==> config.mk <==
export PLATFORM = sky130hd
export DESIGN_NAME = enigma_host_seq
export DESIGN_NICKNAME = d
export VERILOG_FILES = /design/src/rtl/enigma_pkg.sv /design/src/rtl/enigma_res_fifo.sv /design/src/rtl/enigma_host_seq.sv
export SDC_FILE = /design/constraint.sdc
export NUM_CORES = 1
export LEC_CHECK = 0
export CAP_MARGIN = 20
export CORE_MARGIN = 3
export CORE_UTILIZATION = 40
export DETAILED_ROUTE_END_ITERATION = 6
export DONT_BUFFER_PORTS = 1
export REMOVE_ABC_BUFFERS = 1
export SLEW_MARGIN = 10
export SYNTH_ARGS = -nofsm -noshare
export SYNTH_HDL_FRONTEND = slang
export SYNTH_HIERARCHICAL = 1
export SYNTH_SLANG_ARGS = --single-unit
export TNS_END_PERCENT = 30
==> constraint.sdc <==
create_clock -name clk -period 3.2 [get_ports clk]
set_input_delay 0.48 -clock clk [delete_from_list [all_inputs] [get_ports clk]]
set_output_delay 0.48 -clock clk [all_outputs]
set_load 0.05 [all_outputs]
==> src/rtl/enigma_pkg.sv <==
// -----------------------------------------------------------------------------
// enigma_pkg
// Shared constants, the host FSM state type, and the load-sequencing helpers
// used by the enigma host sequencer.
//   TBL_IDX_*    : table selector values driven on the core's table_idx
//   ROTOR_SIZE   : entries per rotor table
//   LOAD_CYCLES  : length of the core's load window (rotorA + rotorB)
//   host_state_t : host sequencer FSM states
// -----------------------------------------------------------------------------
package enigma_pkg;

   localparam logic [1:0] TBL_IDX_PLUG = 2'b00;
   localparam logic [1:0] TBL_IDX_ROTA = 2'b01;
   localparam logic [1:0] TBL_IDX_ROTB = 2'b10;

   localparam int ROTOR_SIZE  = 64;
   localparam int LOAD_CYCLES = 128;

   typedef enum logic [1:0] {
      S_WAIT = 2'd0,
      S_LOAD = 2'd1,
      S_GAP  = 2'd2,
      S_RUN  = 2'd3
   } host_state_t;

   // ROM address to present after load edge k; the last address is held
   // because the final entry is already in flight from the registered ROM.
   function automatic logic [6:0] load_addr(input logic [7:0] k);
      if (k > 8'(LOAD_CYCLES - 1)) begin
         load_addr = 7'(LOAD_CYCLES - 1);
      end else begin
         load_addr = k[6:0];
      end
   endfunction

   // Table selector for the cycle after load edge k. Data lags the address
   // by one cycle, so edges 1..64 carry rotorA entries 0..63.
   function automatic logic [1:0] load_table_idx(input logic [7:0] k);
      if (k <= 8'(ROTOR_SIZE)) begin
         load_table_idx = TBL_IDX_ROTA;
      end else begin
         load_table_idx = TBL_IDX_ROTB;
      end
   endfunction

endpackage

==> src/rtl/enigma_res_fifo.sv <==
// -----------------------------------------------------------------------------
// enigma_res_fifo
// Synchronous first-word-fall-through FIFO holding core results.
//   clk, srst_n : clock, synchronous active-low reset (empties the FIFO)
//   push, wdata : write request and data
//   pop         : read request; ignored when empty
//   rdata       : head entry (valid whenever empty is low)
//   count       : number of stored entries, 0..DEPTH
//   empty       : no entries stored
// -----------------------------------------------------------------------------
module enigma_res_fifo #(
   parameter int DEPTH = 4,
   parameter int WIDTH = 6
) (
   input  logic                     clk,
   input  logic                     srst_n,
   input  logic                     push,
   input  logic [WIDTH-1:0]         wdata,
   input  logic                     pop,
   output logic [WIDTH-1:0]         rdata,
   output logic [$clog2(DEPTH):0]   count,
   output logic                     empty
);

   localparam int AW = $clog2(DEPTH);
   localparam int CW = AW + 1;

   logic [WIDTH-1:0] mem [DEPTH];
   logic [AW-1:0]    wr_ptr_r;
   logic [AW-1:0]    rd_ptr_r;
   logic [CW-1:0]    count_r;
   logic             do_push;
   logic             do_pop;

   assign do_pop  = pop & (count_r != '0);
   // A push into a full FIFO is only accepted when a pop frees a slot.
   assign do_push = push & ((count_r != CW'(DEPTH)) | do_pop);

   // Pointer and occupancy bookkeeping; pointers wrap since DEPTH is 2^n.
   always_ff @(posedge clk) begin
      if (!srst_n) begin
         wr_ptr_r <= '0;
         rd_ptr_r <= '0;
         count_r  <= '0;
      end else begin
         if (do_push) begin
            wr_ptr_r <= wr_ptr_r + AW'(1);
         end
         if (do_pop) begin
            rd_ptr_r <= rd_ptr_r + AW'(1);
         end
         case ({do_push, do_pop})
            2'b10:   count_r <= count_r + CW'(1);
            2'b01:   count_r <= count_r - CW'(1);
            default: count_r <= count_r;
         endcase
      end
   end

   // Storage array; contents need no reset because count gates visibility.
   always_ff @(posedge clk) begin
      if (do_push) begin
         mem[wr_ptr_r] <= wdata;
      end
   end

   assign rdata = mem[rd_ptr_r];
   assign count = count_r;
   assign empty = (count_r == '0);

endmodule

==> src/rtl/enigma_host_seq.sv <==
// -----------------------------------------------------------------------------
// enigma_host_seq
// Host-side sequencer for the enigma_part2 core. After reset it streams the
// rotorA and rotorB tables from a registered table ROM through the core's
// 128-cycle load window, then forwards upstream symbols as encrypt pulses and
// queues the core's results in a FWFT FIFO behind a valid/ready handshake.
//   clk, srst_n          : clock, synchronous active-low reset
//   tbl_addr / tbl_data  : table ROM address out, data in (one cycle later)
//   in_valid/in_ready    : upstream symbol handshake; in_code, in_mode
//   out_valid/out_ready  : result handshake; out_code
//   en_*                 : core load/encrypt interface
//   load_done            : run phase active
//   err                  : sticky, a result was captured without code_valid
// -----------------------------------------------------------------------------
module enigma_host_seq
   import enigma_pkg::*;
#(
   parameter int FIFO_DEPTH = 4
) (
   input  logic       clk,
   input  logic       srst_n,
   output logic [6:0] tbl_addr,
   input  logic [5:0] tbl_data,
   input  logic       in_valid,
   output logic       in_ready,
   input  logic [5:0] in_code,
   input  logic       in_mode,
   output logic       out_valid,
   input  logic       out_ready,
   output logic [5:0] out_code,
   output logic       en_load,
   output logic [1:0] en_table_idx,
   output logic [5:0] en_code_in,
   output logic       en_encrypt,
   output logic       en_crypt_mode,
   input  logic [5:0] en_code_out,
   input  logic       en_code_valid,
   output logic       load_done,
   output logic       err
);

   localparam int CW = $clog2(FIFO_DEPTH) + 1;

   host_state_t state_r, state_nx;

   logic [7:0]    ld_cnt_r,        ld_cnt_nx;
   logic [6:0]    tbl_addr_r,      tbl_addr_nx;
   logic          en_load_r,       en_load_nx;
   logic [1:0]    en_table_idx_r,  en_table_idx_nx;
   logic [5:0]    en_code_in_r,    en_code_in_nx;
   logic          en_encrypt_r,    en_encrypt_nx;
   logic          en_crypt_mode_r, en_crypt_mode_nx;
   logic          load_done_r,     load_done_nx;
   logic          cap_v_r;
   logic          err_r;

   logic [CW-1:0] fifo_count;
   logic          fifo_empty;
   logic [5:0]    fifo_head;
   logic [CW-1:0] credit;
   logic          hs;

   // Every issued encrypt owns a FIFO slot from issue until it lands, so
   // credit counts both stored results and the two pipeline stages.
   assign credit   = fifo_count + CW'(en_encrypt_r) + CW'(cap_v_r);
   assign in_ready = load_done_r & (credit < CW'(FIFO_DEPTH));
   assign hs       = in_valid & in_ready;

   // FSM state register.
   always_ff @(posedge clk) begin
      if (!srst_n) begin
         state_r <= S_WAIT;
      end else begin
         state_r <= state_nx;
      end
   end

   // Next-state and next-output logic for load sequencing and symbol issue.
   always_comb begin
      state_nx         = state_r;
      ld_cnt_nx        = ld_cnt_r;
      tbl_addr_nx      = tbl_addr_r;
      en_load_nx       = 1'b0;
      en_table_idx_nx  = TBL_IDX_PLUG;
      en_code_in_nx    = en_code_in_r;
      en_encrypt_nx    = 1'b0;
      en_crypt_mode_nx = en_crypt_mode_r;
      load_done_nx     = load_done_r;
      case (state_r)
         S_WAIT: begin
            state_nx        = S_LOAD;
            ld_cnt_nx       = 8'd1;
            tbl_addr_nx     = load_addr(8'd1);
            en_load_nx      = 1'b1;
            en_table_idx_nx = load_table_idx(8'd1);
         end
         S_LOAD: begin
            if (ld_cnt_r == 8'(LOAD_CYCLES)) begin
               state_nx      = S_GAP;
               en_code_in_nx = 6'd0;
            end else begin
               ld_cnt_nx       = ld_cnt_r + 8'd1;
               tbl_addr_nx     = load_addr(ld_cnt_r + 8'd1);
               en_load_nx      = 1'b1;
               en_table_idx_nx = load_table_idx(ld_cnt_r + 8'd1);
            end
         end
         S_GAP: begin
            state_nx     = S_RUN;
            load_done_nx = 1'b1;
         end
         S_RUN: begin
            if (hs) begin
               en_encrypt_nx    = 1'b1;
               en_code_in_nx    = in_code;
               en_crypt_mode_nx = in_mode;
            end else begin
               en_encrypt_nx    = 1'b0;
            end
         end
         default: begin
            state_nx = S_WAIT;
         end
      endcase
   end

   // Registered core-interface and status outputs.
   always_ff @(posedge clk) begin
      if (!srst_n) begin
         ld_cnt_r        <= 8'd0;
         tbl_addr_r      <= 7'd0;
         en_load_r       <= 1'b0;
         en_table_idx_r  <= TBL_IDX_PLUG;
         en_code_in_r    <= 6'd0;
         en_encrypt_r    <= 1'b0;
         en_crypt_mode_r <= 1'b0;
         load_done_r     <= 1'b0;
      end else begin
         ld_cnt_r        <= ld_cnt_nx;
         tbl_addr_r      <= tbl_addr_nx;
         en_load_r       <= en_load_nx;
         en_table_idx_r  <= en_table_idx_nx;
         en_code_in_r    <= en_code_in_nx;
         en_encrypt_r    <= en_encrypt_nx;
         en_crypt_mode_r <= en_crypt_mode_nx;
         load_done_r     <= load_done_nx;
      end
   end

   // Capture pipeline: the core registers its result one edge after the
   // encrypt pulse, so the result is pushed one edge after that.
   always_ff @(posedge clk) begin
      if (!srst_n) begin
         cap_v_r <= 1'b0;
         err_r   <= 1'b0;
      end else begin
         cap_v_r <= en_encrypt_r;
         err_r   <= err_r | (cap_v_r & ~en_code_valid);
      end
   end

   enigma_res_fifo #(
      .DEPTH (FIFO_DEPTH),
      .WIDTH (6)
   ) u_res_fifo (
      .clk    (clk),
      .srst_n (srst_n),
      .push   (cap_v_r),
      .wdata  (en_code_out),
      .pop    (out_ready),
      .rdata  (fifo_head),
      .count  (fifo_count),
      .empty  (fifo_empty)
   );

   // During load the ROM data goes straight to the core; the ROM is
   // already registered, so adding a register here would cost a cycle.
   assign en_code_in    = (state_r == S_LOAD) ? tbl_data : en_code_in_r;
   assign tbl_addr      = tbl_addr_r;
   assign en_load       = en_load_r;
   assign en_table_idx  = en_table_idx_r;
   assign en_encrypt    = en_encrypt_r;
   assign en_crypt_mode = en_crypt_mode_r;
   assign load_done     = load_done_r;
   assign err           = err_r;
   assign out_valid     = ~fifo_empty;
   assign out_code      = fifo_head;

endmodule

# Word level (Yosys, flattened, before mapping)
# Memories as Yosys holds them, arrays and structs flattened. A register that Yosys moved wholly into a read port is not among the register bits.
# Index checks and enable logic that the tools add are counted.
[word_totals]
reg_bits = 38
latchBits = 0
mem_bits_rw = 24
romBits = 0
input_bits = 24
out_inout_bits = 28
mem_count = 1
[op_classes]
n_addsub = 7
mul = 0
div_mod_pow = 0
n_lt_le_gt_ge = 3
eq_ne = 10
n_shift = 0
muxes = 22
bitwise = 9
reduce_logical = 12
[mem_list]
columns = ["memory", "words", "word_bits", "rd", "rd_clocked_by_memory_dff", "wr", "line_no", "rtl"]
rows = [
  ["u_res_fifo.mem", 4, 6, 1, 1, 1, "enigma_res_fifo.sv:28", "logic [WIDTH-1:0] mem [DEPTH];"],
]
[op_table]
columns = ["operator", "count"]
rows = [
  ["2-to-1 mux 6 bit", 3],
  ["one-hot mux 8 bit (2 select lines)", 1],
  ["2-to-1 mux 7 bit", 2],
  ["one-hot mux 7 bit (2 select lines)", 1],
  ["one-hot mux 6 bit (2 select lines)", 1],
  ["2-to-1 mux 2 bit", 5],
  ["adder 8 x 1 -> 8 bit, second input constant", 1],
  ["== test 8 bit, second input constant", 1],
  ["greater-than comparator 8 x 7 -> 1 bit, second input constant", 1],
  ["less-or-equal comparator 8 x 7 -> 1 bit, second input constant", 1],
  ["2-to-1 mux 8 bit", 1],
  ["AND reduction 2 bit", 4],
  ["adder 3 x 1 -> 3 bit", 2],
  ["== test 2 bit, second input constant", 3],
  ["inequality test 2 bit, second input constant", 3],
  ["one-hot mux 2 bit (3 select lines)", 1],
  ["one-hot mux 3 bit (2 select lines)", 1],
  ["nonzero test 2 bit", 3],
  ["nonzero test 3 bit", 2],
  ["bitwise AND 1 bit", 5],
  ["adder 2 x 1 -> 2 bit, second input constant", 2],
  ["== test 2 x 1 -> 1 bit, second input constant", 2],
  ["2-to-1 mux 1 bit", 4],
  ["one-hot mux 2 bit (2 select lines)", 1],
  ["other kinds (10)", 12],
]

# Logic depth before layout (Yosys ltp)
[logic_depth]
ltp_word = 7
ltp_mapped = 9
ltp_nobuf = 7

# Modules after synthesis
# Netlist, hierarchy kept.
[by_module_without_submodules]
columns = ["module", "n_inst", "cells_each", "area_each_um2", "seq_area_each_um2"]
rows = [
  ["enigma_host_seq", 1, 185, 1692.9, 620.6],
  ["enigma_res_fifo", 1, 97, 1426.4, 900.9],
]

# Worst setup path before layout
# OpenSTA, ideal clock, no wires.
[synth_timing]
kind = "input-to-reg"
start = "input out_ready"
end = "register u_res_fifo.count_r[1] (netlist: u_res_fifo/count[1])"
setup_ps = 95
arrival_time_ps = 1888
required_ps = 3105
path_slack_ps = 1216
stages = 7
path_buffers = 1
path_cell_list = "buf_2 o31ai_1 nand2b_1 fa_1 o21ba_2 o211ai_1 a221oi_1"
[synth_between]
elab_chain_cells = 5
elab_cells_between_ends = 7
cone_classes = "eq/ne (2); mux (1); bitwise (3); reduce/logical (1)"
[synth_lines]
columns = ["item", "line_no", "rtl"]
rows = [
  ["start, declared", "enigma_host_seq.sv:29", "input logic out_ready,"],
  ["bitwise AND 1 bit *", "enigma_res_fifo.sv:35", "assign do_pop = pop & (count_r != '0);"],
  ["OR 1 bit", "enigma_res_fifo.sv:37", "assign do_push = push & ((count_r != CW'(DEPTH)) | do_pop);"],
  ["bitwise AND 1 bit", "enigma_res_fifo.sv:37", ""],
  ["== test 2 x 1 -> 1 bit or == test 2 bit (tied branches)", "enigma_res_fifo.sv:52", "case ({do_push, do_pop})"],
  ["one-hot mux 3 bit (2 select lines) or nonzero test 2 bit (tied branches)", "-", ""],
  ["end signal, assigned", "enigma_res_fifo.sv:53", "2'b10: count_r <= count_r + CW'(1);"],
  ["end signal, assigned", "enigma_res_fifo.sv:54", "2'b01: count_r <= count_r - CW'(1);"],
  ["end signal, assigned", "enigma_res_fifo.sv:55", "default: count_r <= count_r;"],
  ["end, declared", "enigma_res_fifo.sv:31", "logic [CW-1:0] count_r;"],
]
# Every way passes the cells marked *; elsewhere a longest branch is shown, timed or not.
# A chain may end at the register's enable or synchronous reset.

# Worst setup path in the final report
[layout_timing]
start = "register cap_v_r"
end = "output in_ready"
[layout_between]
elab_chain_cells = 3
[layout_lines]
columns = ["item", "line_no", "rtl"]
rows = [
  ["start, declared", "enigma_host_seq.sv:54", "logic cap_v_r;"],
  ["start signal, assigned", "enigma_host_seq.sv:157", "cap_v_r <= en_encrypt_r;"],
  ["adder 3 x 1 -> 3 bit", "enigma_host_seq.sv:65", "assign credit = fifo_count + CW'(en_encrypt_r) + CW'(cap_v_r);"],
  ["less-than comparator 3 bit", "enigma_host_seq.sv:66", "assign in_ready = load_done_r & (credit < CW'(FIFO_DEPTH));"],
  ["bitwise AND 1 bit", "enigma_host_seq.sv:66", ""],
  ["end, declared", "enigma_host_seq.sv:25", "output logic in_ready,"],
]
# No other way between the ends.

==> results.md <==
- Status: finished, final reports clean
- Max-Cap Viols: 0
- Worst VDD drop: 0.5043 mV
- Hold_buf cts: 0
- Ys Warns: 6
- Synthesized cell area: 3119 sq um
- Total GRT Usage: 0.1467
- Pins Over Slew Limit: 0
- Post_cts resized: 0
- CORE AREA: 7408 sq um
- RSZ-0062 raised after global routing: no
- Starting density of the core: 0.4210
- Kind of critical path: reg2out
- Nets: 314
- Top post-synthesis cells by area: dfxtp_1, edfxtp_1, ha_1
- Fillers: 664
- Worst-Skew Late Latency: 340 ps
- Setup violations, final: 0
- Tmin final: 2654 ps
- GPL Wtd Cong: 0.7897
- Async set-or-reset flop fraction in the synthesized netlist: 0
- Max FO, Critical Path: 17
- CTS root buffer: clkbuf_8
- Setup TNS: 0 ps
- Die Span X: 94.31 um
- FMAX: 0.3767 GHz
- Port bufs: 0
- Layout area overhead: 8.464%
- Initial antenna violation count: 0
- CP Data Arrival Time: 2170 ps
- Final Skew: 8.773 ps
- Largest net degree at the start of global routing: 23
- FF+latch count, synth: 64
- R2r setup slk: 940 ps
- Routed vias: 2,054
- Post-synth top flop: dfxtp_1
- Post-synth top area share: 0.2567
- Number of vias per cell: 5.405
- CTS HTree Levels: 3
- Power Total: 2.414 mW
- Clock Path Buffers: 2
- Final wirelength: 6150 um
- Worst r2r src: state_r[1]
- LEAKAGE: 1.235 nW
- Crit start category: flop
- Antenna viol nets, final: 0
- Layout cells sized above 1: 0.1744
- Syn avg cell area: 11.06 sq um
- Crit path capture type: output port
- Hold Crit Depth: 0
- Initial DRC Count: 65
- Clock slew at reported path FFs: 80 ps
- Half-perimeter wire length after placement: 4224 um
- Hold path startpoint: en_code_out[4]
- First-pass GRT wire length: 9915 um
- End point of the worst hold path: u_res_fifo/mem[0][4]
- First drt pass iteration count: 4
- Reg2Reg Capture Point: en_code_in_r[3]
- CTS tree: yes
- # Post-CTS Setup Buffers: 0
- Final Cycle Share: 0.8295
- Crit path required time: 2720 ps
- CTS Buf Count: 9
- Row Count: 31
- Worst Hold Class: in2reg
- Vias in the first global route: 1,965
- Cells after Synth: 282
- Yosys cell types: 63
- Worst Reg2Reg Path Length in Cells: 7
- Die Y: 94.31 um
- Post-DR wirelength/cell: 16.18 um
- Least-Margin Pin Slew: 720.2 ps
- Sequential area share after synthesis: 0.4878
- Leading area contributor after synthesis: dfxtp_1
- Max_slew headroom: 0.5184
- Full die area: 8893 sq um
- Final hold vios: 0
- EDFF count, synth: 24
- Overflow after GRT: 0
- Ant diodes: 0
- Residual DRC count: 0
- Clock Sinks: 64
- Power Density: 713.6 nW/um^2
- I/O pins: 52
-- placed cells by master (no fill, tap or decap), types with 2 or more instances in the layout --
master / n
dfxtp_1: 40
nor2_1: 30
edfxtp_1: 24
inv_1: 16
a21oi_1: 16
ha_1: 13
nand2_1: 11
o21ai_0: 10
clkbuf_8: 9
mux2_2: 7
nor3_1: 6
nand3_1: 6
xor2_1: 6
a22o_1: 6
mux4_2: 6
and3_1: 5
nand3b_1: 5
o211ai_1: 4
a21o_1: 3
o21bai_1: 3
a22oi_1: 3
bufinv_16: 3
and3_4: 2
a31o_2: 2
a41o_1: 2
nand3_2: 2
mux2i_1: 2
clkinvlp_4: 2
nand2b_1: 2
-- kinds of logic after synthesis --
logic type               count (synthesis)  synth area share
AND/OR/NAND/NOR                         81            0.1440
flip-flops                              64            0.4878
multiplexers                            15           0.07501
XOR/XNOR                                 8           0.02487
buffers and inverters                   34           0.05455
AO/OA/AOI/OAI                           66            0.1552
adder cells (fa/ha/maj)                 14           0.05857
-- final cells by class --
type,count,area (sq um),share of cell area
multi-input cells,184,1428,0.4220
flip-flops and latches,64,1521,0.4497
inverters,16,60.06,0.01775
repair buffers,1,7.507,0.002219
well taps,99,123.9,0.03661
clock inverters,7,118.9,0.03513
clock buffers,9,123.9,0.03661
-- power breakdown --
| part | internal, mW | switching [mW] | total (mW) |
|---|---|---|---|
| Clock | 0.518 | 0.328 | 0.846 |
| Combinational | 0.188 | 0.375 | 0.563 |
| Sequential | 0.885 | 0.120 | 1.01 |
| Total | 1.59 | 0.823 | 2.41 |
-- cells in the mapped netlist (3+ instances only) --
library cell   n
a22oi_1        3
o21bai_1       3
edfxtp_1      24
ha_1          13
buf_4          4
o211ai_1       4
xor2_1         6
nand3b_1       5
dfxtp_1       40
nand3_1        6
a21o_1         3
nand2_1       11
a22o_1         6
nor3_1         6
o21ai_0       10
buf_2          9
mux2_2         7
inv_1         16
mux4_2         6
a21oi_1       16
and3_1         5
nor2_1        30
-- through the flow --
stage,hold slack [ps],area [sq um],setup WS [ps],instances,utilization
after global placement,457.2,3141,939.8,364,0.4239
after detailed placement,461.7,3141,908.7,364,0.4239
final,226.3,3383,545.6,380,0.4567
after CTS,206.9,3383,528.0,380,0.4567
after floorplan,445.0,3009,1073,264,-
after global routing,202.2,3383,390.0,380,0.4567
-- sequential cells by signal, indices dropped and copies added, names as in the netlist, named ones only --
signal               count
cap_v_r                  1
err                      1
en_code_in_r             6
tbl_addr                 7
en_load                  1
load_done                1
ld_cnt_r                 8
en_encrypt               1
u_res_fifo/count         3
u_res_fifo/wr_ptr_r      2
en_table_idx             2
u_res_fifo/mem          24
state_r                  2
en_crypt_mode            1
u_res_fifo/rd_ptr_r      2
-- worst max-delay path by stage --
stage	startpoint	to	cells after the start
2_1_floorplan	cap_v_r	in_ready	4
3_3_place_gp	cap_v_r	in_ready	4
3_5_place_dp	cap_v_r	in_ready	4
4_1_cts	cap_v_r	in_ready	4
5_1_grt	cap_v_r	in_ready	4
6_report	cap_v_r	in_ready	4
-- critical path, cell delays in order, from the launching register on --
cell	delay (ps)
dfxtp_1	640
ha_1	320
a21o_1	160
a21oi_1	230
o21a_1	480
-- layer usage --
| metal | wire [um] | GRT usage | up-vias |
|---|---|---|---|
| li1 | - | - | 1007 |
| met1 | 2831 | 0.1888 | 981 |
| met2 | 2836 | 0.2264 | 56 |
| met3 | 383 | 0.04808 | 10 |
| met4 | 98 | 0.06137 | 0 |
| met5 | 0 | 0 | - |
(Power assumes the default switching activity.)
